[src/rtl/gear_pkg.sv]
// Shared definitions for the GeAr correction controller: state encoding and
// elaboration-time helpers for deriving sub-adder count and counter width.
package gear_pkg;

    typedef enum logic [1:0] {IDLE, EVAL, CORR, DONE} state_t;

    function automatic int gear_nsub(input int size, input int r, input int p);
        return (size - r - p) / r + 1;
    endfunction

    // Never returns less than 1 so a single-sub-adder build still has a legal port width.
    function automatic int gear_clog2(input int n);
        int w;
        w = 1;
        while ((1 << w) < n) w++;
        return w;
    endfunction

endpackage

[src/rtl/gear.sv]
// GeAr(SIZE,R,P) approximate adder: NSUB overlapping L-bit windows, each
// contributing its top R bits; only sub-adder 0 sees the carry in.
module gear
    import gear_pkg::*;
#(
    parameter int SIZE = 16,
    parameter int R    = 2,
    parameter int P    = 6
) (
    input  logic [SIZE-1:0] a,
    input  logic [SIZE-1:0] b,
    input  logic            cin,
    output logic [SIZE-1:0] sum,
    output logic            cout
);

    localparam int L    = R + P;
    localparam int NSUB = gear_nsub(SIZE, R, P);

    for (genvar i = 0; i < NSUB; i++) begin : g_sub
        localparam int LO = i * R;
        localparam int HI = i * R + L - 1;
        logic [L:0] win;

        if (i == 0) begin : g_first
            assign win      = {1'b0, a[HI:LO]} + {1'b0, b[HI:LO]} + {{L{1'b0}}, cin};
            assign sum[HI:0] = win[L-1:0];
        end else begin : g_rest
            // Prediction bits only feed the window carry; they are not part of the sum.
            logic [P-1:0] pred_unused;
            assign win              = {1'b0, a[HI:LO]} + {1'b0, b[HI:LO]};
            assign sum[HI:LO+P]     = win[L-1:P];
            assign pred_unused      = win[P-1:0];
        end

        if (i == NSUB - 1) begin : g_cout
            assign cout = win[L];
        end else begin : g_nocout
            logic c_unused;
            assign c_unused = win[L];
        end
    end

endmodule

[src/rtl/gear_err_detect.sv]
// Exact reference sum plus per-window error flags: a window is wrong exactly
// when a real carry enters it and its prediction bits all propagate.
module gear_err_detect
    import gear_pkg::*;
#(
    parameter int SIZE = 16,
    parameter int R    = 2,
    parameter int P    = 6,
    parameter int NSUB = gear_nsub(SIZE, R, P)
) (
    input  logic [SIZE-1:0] a,
    input  logic [SIZE-1:0] b,
    input  logic            cin,
    output logic [SIZE-1:0] exact_sum,
    output logic            exact_cout,
    output logic [NSUB-1:0] err
);

    logic [SIZE:0] full;

    assign full       = {1'b0, a} + {1'b0, b} + {{SIZE{1'b0}}, cin};
    assign exact_sum  = full[SIZE-1:0];
    assign exact_cout = full[SIZE];
    assign err[0]     = 1'b0;

    // Carry into bit k is recovered as sum ^ a ^ b at that bit.
    for (genvar i = 1; i < NSUB; i++) begin : g_err
        localparam int LO = i * R;
        assign err[i] = (full[LO] ^ a[LO] ^ b[LO]) & (&(a[LO+P-1:LO] ^ b[LO+P-1:LO]));
    end

endmodule

[src/rtl/gear_corr_ctrl.sv]
// Handshaked GeAr wrapper that registers the approximate sum, then repairs the
// lowest erroneous window once per cycle until clean or out of budget.
module gear_corr_ctrl
    import gear_pkg::*;
#(
    parameter int SIZE = 16,
    parameter int R    = 2,
    parameter int P    = 6,
    parameter int NSUB = gear_nsub(SIZE, R, P),
    parameter int CW   = gear_clog2(NSUB)
) (
    input  logic            CLK,
    input  logic            RST,
    input  logic            IN_VALID,
    output logic            IN_READY,
    input  logic [SIZE-1:0] A,
    input  logic [SIZE-1:0] B,
    input  logic            CIN,
    input  logic [CW-1:0]   MAXCORR,
    output logic            OUT_VALID,
    input  logic            OUT_READY,
    output logic [SIZE-1:0] SUM,
    output logic            COUT,
    output logic            ERR_LEFT,
    output logic [CW-1:0]   NCORR
);

    state_t            state;
    logic [SIZE-1:0]   a_r;
    logic [SIZE-1:0]   b_r;
    logic              cin_r;
    logic [CW-1:0]     budget;
    logic [NSUB-1:0]   errv;

    logic [SIZE-1:0]   approx_sum;
    logic              approx_cout;
    logic [SIZE-1:0]   exact_sum;
    logic              exact_cout;
    logic [NSUB-1:0]   err;

    logic [NSUB-1:0]   low_oh;
    logic [NSUB-1:0]   errv_nx;
    logic [SIZE-1:0]   fix_mask;
    logic [SIZE-1:0]   sum_fix;
    logic [CW-1:0]     ncorr_nx;

    function automatic logic [CW-1:0] sat_budget(input logic [CW-1:0] m);
        return (int'(m) > NSUB - 1) ? CW'(NSUB - 1) : m;
    endfunction

    gear #(.SIZE(SIZE), .R(R), .P(P)) u_gear (
        .a    (a_r),
        .b    (b_r),
        .cin  (cin_r),
        .sum  (approx_sum),
        .cout (approx_cout)
    );

    gear_err_detect #(.SIZE(SIZE), .R(R), .P(P), .NSUB(NSUB)) u_err (
        .a          (a_r),
        .b          (b_r),
        .cin        (cin_r),
        .exact_sum  (exact_sum),
        .exact_cout (exact_cout),
        .err        (err)
    );

    // Isolate the lowest pending error and splice in the exact bits for its window.
    assign low_oh   = errv & (~errv + NSUB'(1));
    assign errv_nx  = errv & ~low_oh;
    assign ncorr_nx = NCORR + CW'(1);
    assign sum_fix  = (SUM & ~fix_mask) | (exact_sum & fix_mask);

    always_comb begin
        fix_mask = '0;
        for (int i = 0; i < NSUB; i++) begin
            if (low_oh[i]) fix_mask[i*R+P +: R] = '1;
        end
    end

    always_ff @(posedge CLK) begin
        if (state == IDLE && IN_VALID && IN_READY) begin
            a_r   <= A;
            b_r   <= B;
            cin_r <= CIN;
        end
    end

    always_ff @(posedge CLK or posedge RST) begin
        if (RST) begin
            state     <= IDLE;
            IN_READY  <= 1'b1;
            OUT_VALID <= 1'b0;
            SUM       <= '0;
            COUT      <= 1'b0;
            ERR_LEFT  <= 1'b0;
            NCORR     <= '0;
            errv      <= '0;
            budget    <= '0;
        end else begin
            case (state)
                IDLE: begin
                    if (IN_VALID && IN_READY) begin
                        budget   <= sat_budget(MAXCORR);
                        IN_READY <= 1'b0;
                        state    <= EVAL;
                    end
                end
                EVAL: begin
                    SUM   <= approx_sum;
                    COUT  <= approx_cout;
                    errv  <= err;
                    NCORR <= '0;
                    if (err == '0 || budget == '0) begin
                        ERR_LEFT  <= |err;
                        OUT_VALID <= 1'b1;
                        state     <= DONE;
                    end else begin
                        state <= CORR;
                    end
                end
                CORR: begin
                    SUM   <= sum_fix;
                    errv  <= errv_nx;
                    NCORR <= ncorr_nx;
                    if (low_oh[NSUB-1]) COUT <= exact_cout;
                    if (errv_nx == '0 || ncorr_nx == budget) begin
                        ERR_LEFT  <= |errv_nx;
                        OUT_VALID <= 1'b1;
                        state     <= DONE;
                    end
                end
                DONE: begin
                    if (OUT_READY) begin
                        OUT_VALID <= 1'b0;
                        IN_READY  <= 1'b1;
                        state     <= IDLE;
                    end
                end
                default: state <= IDLE;
            endcase
        end
    end

endmodule
[config.mk]
export PLATFORM = sky130hd
export DESIGN_NAME = gear_corr_ctrl
export DESIGN_NICKNAME = d
export VERILOG_FILES = /design/src/rtl/gear_pkg.sv /design/src/rtl/gear.sv /design/src/rtl/gear_err_detect.sv /design/src/rtl/gear_corr_ctrl.sv
export SDC_FILE = /design/constraint.sdc
export NUM_CORES = 1
export LEC_CHECK = 0
export CELL_PAD_IN_SITES_DETAIL_PLACEMENT = 2
export CELL_PAD_IN_SITES_GLOBAL_PLACEMENT = 2
export CORE_UTILIZATION = 39
export CTS_BUF_LIST = sky130_fd_sc_hd__clkbuf_4 sky130_fd_sc_hd__clkbuf_8
export DETAILED_ROUTE_END_ITERATION = 16
export PLACE_DENSITY = 0.88
export SKIP_LAST_GASP = 1
export SLEW_MARGIN = 20
export SYNTH_ARGS = -nofsm -noshare
export SYNTH_HDL_FRONTEND = slang
export SYNTH_HIERARCHICAL = 1
export SYNTH_SLANG_ARGS = --single-unit
[constraint.sdc]
create_clock -name CLK -period 5.51 [get_ports CLK]
set_input_delay 1.102 -clock CLK [delete_from_list [all_inputs] [get_ports CLK]]
set_output_delay 1.102 -clock CLK [all_outputs]
set_load 0.02 [all_outputs]
-- Yosys cells after proc, flatten, opt, wreduce, memory -nomap -nowiden
Cells that the tools add are included.
W data, S select, Z words.
- flip-flop bits (word level): 66
- bits of input ports: 40
- $add $sub $neg: 10
- magnitude comparators: 1
- equal/unequal tests: 9
- multiplexer cells: 26
- bitwise logic cells: 24
- reductions and logical operators: 24
- operator list (kind ; number):
    $add A8 B8 Y8 ; 4
    $and A16 B16 Y16 ; 2
    $pmux W16 S2 ; 1
    $reduce_and A6 Y1 ; 4
    $xor A6 B6 Y6 ; 4
    $add A16 B16 Y17 ; 1
    $add A17 B1 Y17 ; 1
    $mux W2 ; 8
    $not A16 Y16 ; 1
    $or A16 B16 Y16 ; 1
    $and A5 B5 Y5 ; 2
    $logic_not A5 Y1 ; 2
    $not A5 Y5 ; 2
    $pmux W5 S2 ; 1
    $add A8 B8 Y9 ; 1
    $mux W1 ; 9
    $reduce_and A3 Y1 ; 3
    $add A8 B1 Y8 ; 1
    $ne A2 B2 Y1 const B ; 4
    $pmux W2 S4 ; 1
    $xor A1 B1 Y1 ; 8
    $pmux W1 S2 ; 3
    $pmux W3 S2 ; 1
    $add A5 B1 Y5 const B ; 1
    19 further kinds ; 28

-- Logic depth before layout (Yosys ltp)
- depth in word-level cells: 9
- gate-level depth with buffers: 13
- gate-level depth less buffers: 13

-- Modules after synthesis
Netlist, hierarchy kept.
- by module, submodules not included (module ; instances ; cells an instance ; area each (um^2) ; sequential area each (um^2)):
    gear_corr_ctrl ; 1 ; 223 ; 2730.1 ; 1818.0
    gear_err_detect ; 1 ; 134 ; 1062.3 ; 0.0
    gear ; 1 ; 96 ; 765.7 ; 0.0

-- Least setup slack after synthesis
No wires, ideal clock.
- kind: reg-to-reg
- start point: register a_r[0]
- end point: register ERR_LEFT
- library setup time: 125 ps
- data arrival time: 2881 ps
- path slack: 2504 ps
- cell stages (with the launch flop): 14
- buffers on the path: 0
- period minus slack after synthesis: 3006 ps
- cell sequence: edfxtp_1 fa_1 inv_1 fa_1 nor2b_4 o2111ai_4 nand2_4 xnor3_1 nor3b_2 nor3_1 nand2_1 o311ai_1 nand3_2 mux2_4
- word-level cells in the longest chain between the ends: 9
- elaborated cells on any way between the ends: 21
- classes of those cells: add/sub (2); eq/ne (1); mux (2); bitwise (12); reduce/logical (4)
- ends and longest elaborated chain (item ; line ; source):
    start, declared ; gear_corr_ctrl.sv:29 ; logic [SIZE-1:0] a_r;
    start signal, assigned ; gear_corr_ctrl.sv:83 ; a_r <= A;
    $add A16 B16 Y17 * ; gear_err_detect.sv:21 ; assign full = {1'b0, a} + {1'b0, b} + {{SIZE{1'b0}}, cin};
    $add A17 B1 Y17 * ; gear_err_detect.sv:21 ;
    $xor A1 B1 Y1 * (2 in a row) ; gear_err_detect.sv:29 ; assign err[i] = (full[LO] ^ a[LO] ^ b[LO]) & (&(a[LO+P-1:LO] ^ b[LO+P-1:LO]));
    $and A1 B1 Y1 * ; gear_err_detect.sv:29 ;
    net err[3] ; gear_corr_ctrl.sv:39 ; logic [NSUB-1:0] err;
    $logic_not A5 Y1 ; gear_corr_ctrl.sv:114 ; if (err == '0 || budget == '0) begin
    $logic_or A1 B1 Y1 ; gear_corr_ctrl.sv:114 ;
    $ne A2 B2 Y1 (no line) ; - ;
    $reduce_and A3 Y1 (no line) ; - ;
    end signal, assigned ; gear_corr_ctrl.sv:115 ; ERR_LEFT <= |err;
    end signal, assigned ; gear_corr_ctrl.sv:128 ; ERR_LEFT <= |errv_nx;
    end, declared ; gear_corr_ctrl.sv:24 ; output logic ERR_LEFT,
Mark *: on every way through the listed nets, which the timed path passes. The rest lies on a longest branch. The select of a mux whose other input is x is not followed.
A chain may end at the register's enable or synchronous reset.

-- Final worst setup path
Ends and elaborated chain as after synthesis.

==> results.json <==
{
  "crit_arrival_ns": 3.72,
  "slew_violations": 0,
  "cts_resized": 0,
  "cts_tree": "built",
  "ir_drop_mv": 0.346,
  "fillCellCount": 1178,
  "antenna_found_initial": 0,
  "hold_slack_ns": 0.531,
  "wl_per_cell_um": 20.6,
  "maxCapViolCount": 0,
  "hold_buffers": 0,
  "tightest_slew_ns": 0.914,
  "via_per_inst": 5.82,
  "placed_cells_incl_taps": 635,
  "syn_inst": 446,
  "cts_made_buffers": 9,
  "io_buffer_count": 62,
  "period_needed_ns": 3.47,
  "ios": 63,
  "grt_pass1_vias": 4219,
  "root_buffer": "clkbuf_8",
  "vias": 3791,
  "clkSinkCount": 66,
  "first_pass_iters": 4,
  "power_density_mw_per_mm2": 418,
  "path_max_fanout": 3,
  "final_antenna_net_count": 0,
  "r2r-start": "a_r[0]",
  "path_class": "flip-flop to flip-flop",
  "globalplace.congestion": 0.813,
  "drt_wl_total_um": 13400,
  "fin_cells": 651,
  "row_count": 38,
  "start_util_pct": 40.9,
  "die_area_sq_mm": 0.0120,
  "fin_tns_setup_ns": 0,
  "status": "completed",
  "die_x_um": 110,
  "r2r_cells": 13,
  "hpwl_um": 10200,
  "clock_skew_ns": 0.00869,
  "worst_r2r_endpoint": "ERR_LEFT",
  "htree_levels": 3,
  "grt_usage_pct": 24.6,
  "yosys_warnings": 6,
  "grt_overflow_total": 0,
  "clk_pin_slew_ns": 0.09,
  "final_common_cell": "clkdlybuf4s50_1",
  "fp.dieH_um": 110,
  "layout_common_cells": "clkdlybuf4s50_1 (62), nand2_1 (44), ha_1 (35)",
  "syn_area_sq_mm": 0.00451,
  "ctsLongestPathBuffers": 2,
  "syn-mean-instance-area_sq_um": 10.1,
  "leakagePower_uw": 0.00224,
  "crit_required_ns": 5.76,
  "crit_path_end_kind": "flip-flop",
  "syn_nets": 525,
  "slew_headroom_pct": 39.1,
  "fmax_mhz": 288,
  "hold_path_depth": 1,
  "grt_max_degree": 34,
  "drt_iter0_markers": 167,
  "grt_pass1_wl_um": 22100,
  "rsz0062_at_grt": "false",
  "utilization_pct": 49.5,
  "drc_errors": 0,
  "hp-class": "flip-flop to flip-flop",
  "coreArea_sq_mm": 0.0110,
  "syn2layout_area_growth_pct": 21.1,
  "post-route-period-util_pct": 63.0,
  "critPathLaunchType": "flip-flop",
  "n_antenna_cell": 0,
  "nNetsFinal": 585,
  "post_cts_buffers": 0,
  "finalSetupViolations": 0,
  "rrSetupSlack_ns": 2.04,
  "p_total_uw": 2280,
  "hold_violations": 0,
  "drive_gt1_share_pct": 8.81,
  "clkLatencyLatePin_ns": 0.36
}
==> layer usage <==
metal / track usage, % / up-vias / part of all wire, %
met5: 0 / - / 0
met4: 7.81 / 0 / 1.8
met3: 3.85 / 21 / 3.1
met2: 43.8 / 93 / 52
met1: 30.3 / 1922 / 43
li1: - / 1755 / -
==> power by group <==
part	leakage, uW	internal [uW]	total, uW	switching (uW)
Combinational	0.00142	439	1050	615
Sequential	0.000708	640	748	108
Clock	0.000114	259	478	219
==> worst max-delay path by stage <==
stage / start / end / slack (ns) / depth (start not counted)
2_1_floorplan: a_r[0] / ERR_LEFT / 2.54 / 13
3_3_place_gp: a_r[0] / ERR_LEFT / 2.33 / 13
3_5_place_dp: a_r[0] / ERR_LEFT / 2.13 / 13
4_1_cts: a_r[0] / ERR_LEFT / 2.06 / 13
5_1_grt: a_r[0] / ERR_LEFT / 1.85 / 13
6_report: a_r[0] / ERR_LEFT / 2.04 / 13
==> final cells by class <==
class                           count  area [sq um]  area share [%]
Tap cell                          140           175            3.21
Clock inverter                      7           100            1.83
Multi-Input combinational cell    338          2500            45.9
Clock buffer                        9           124            2.27
Sequential cell                    66          1820            33.3
Timing Repair Buffer               64           636            11.6
Inverter                           27           101            1.86
==> worst max-delay path: stages (launching register included) <==
cell       delay, ns
edfxtp_1        0.45
fa_1            0.48
inv_1           0.09
fa_1            0.27
nor2b_4         0.07
o2111ai_4       0.28
nand2_4         0.09
xnor3_1         0.34
nor3b_2         0.18
nor3_1          0.22
nand2_1         0.16
o311ai_1        0.21
nand3_2         0.16
mux2_4          0.34
==> through the flow <==
stage	setup slack (ns)	instance area, sq um
floorplan	2.54	4510
global placement	2.33	5230
detailed placement	2.13	5230
CTS	2.06	5460
global route	1.85	5460
finish	2.04	5460
Power figures use the tool's default switching activity.
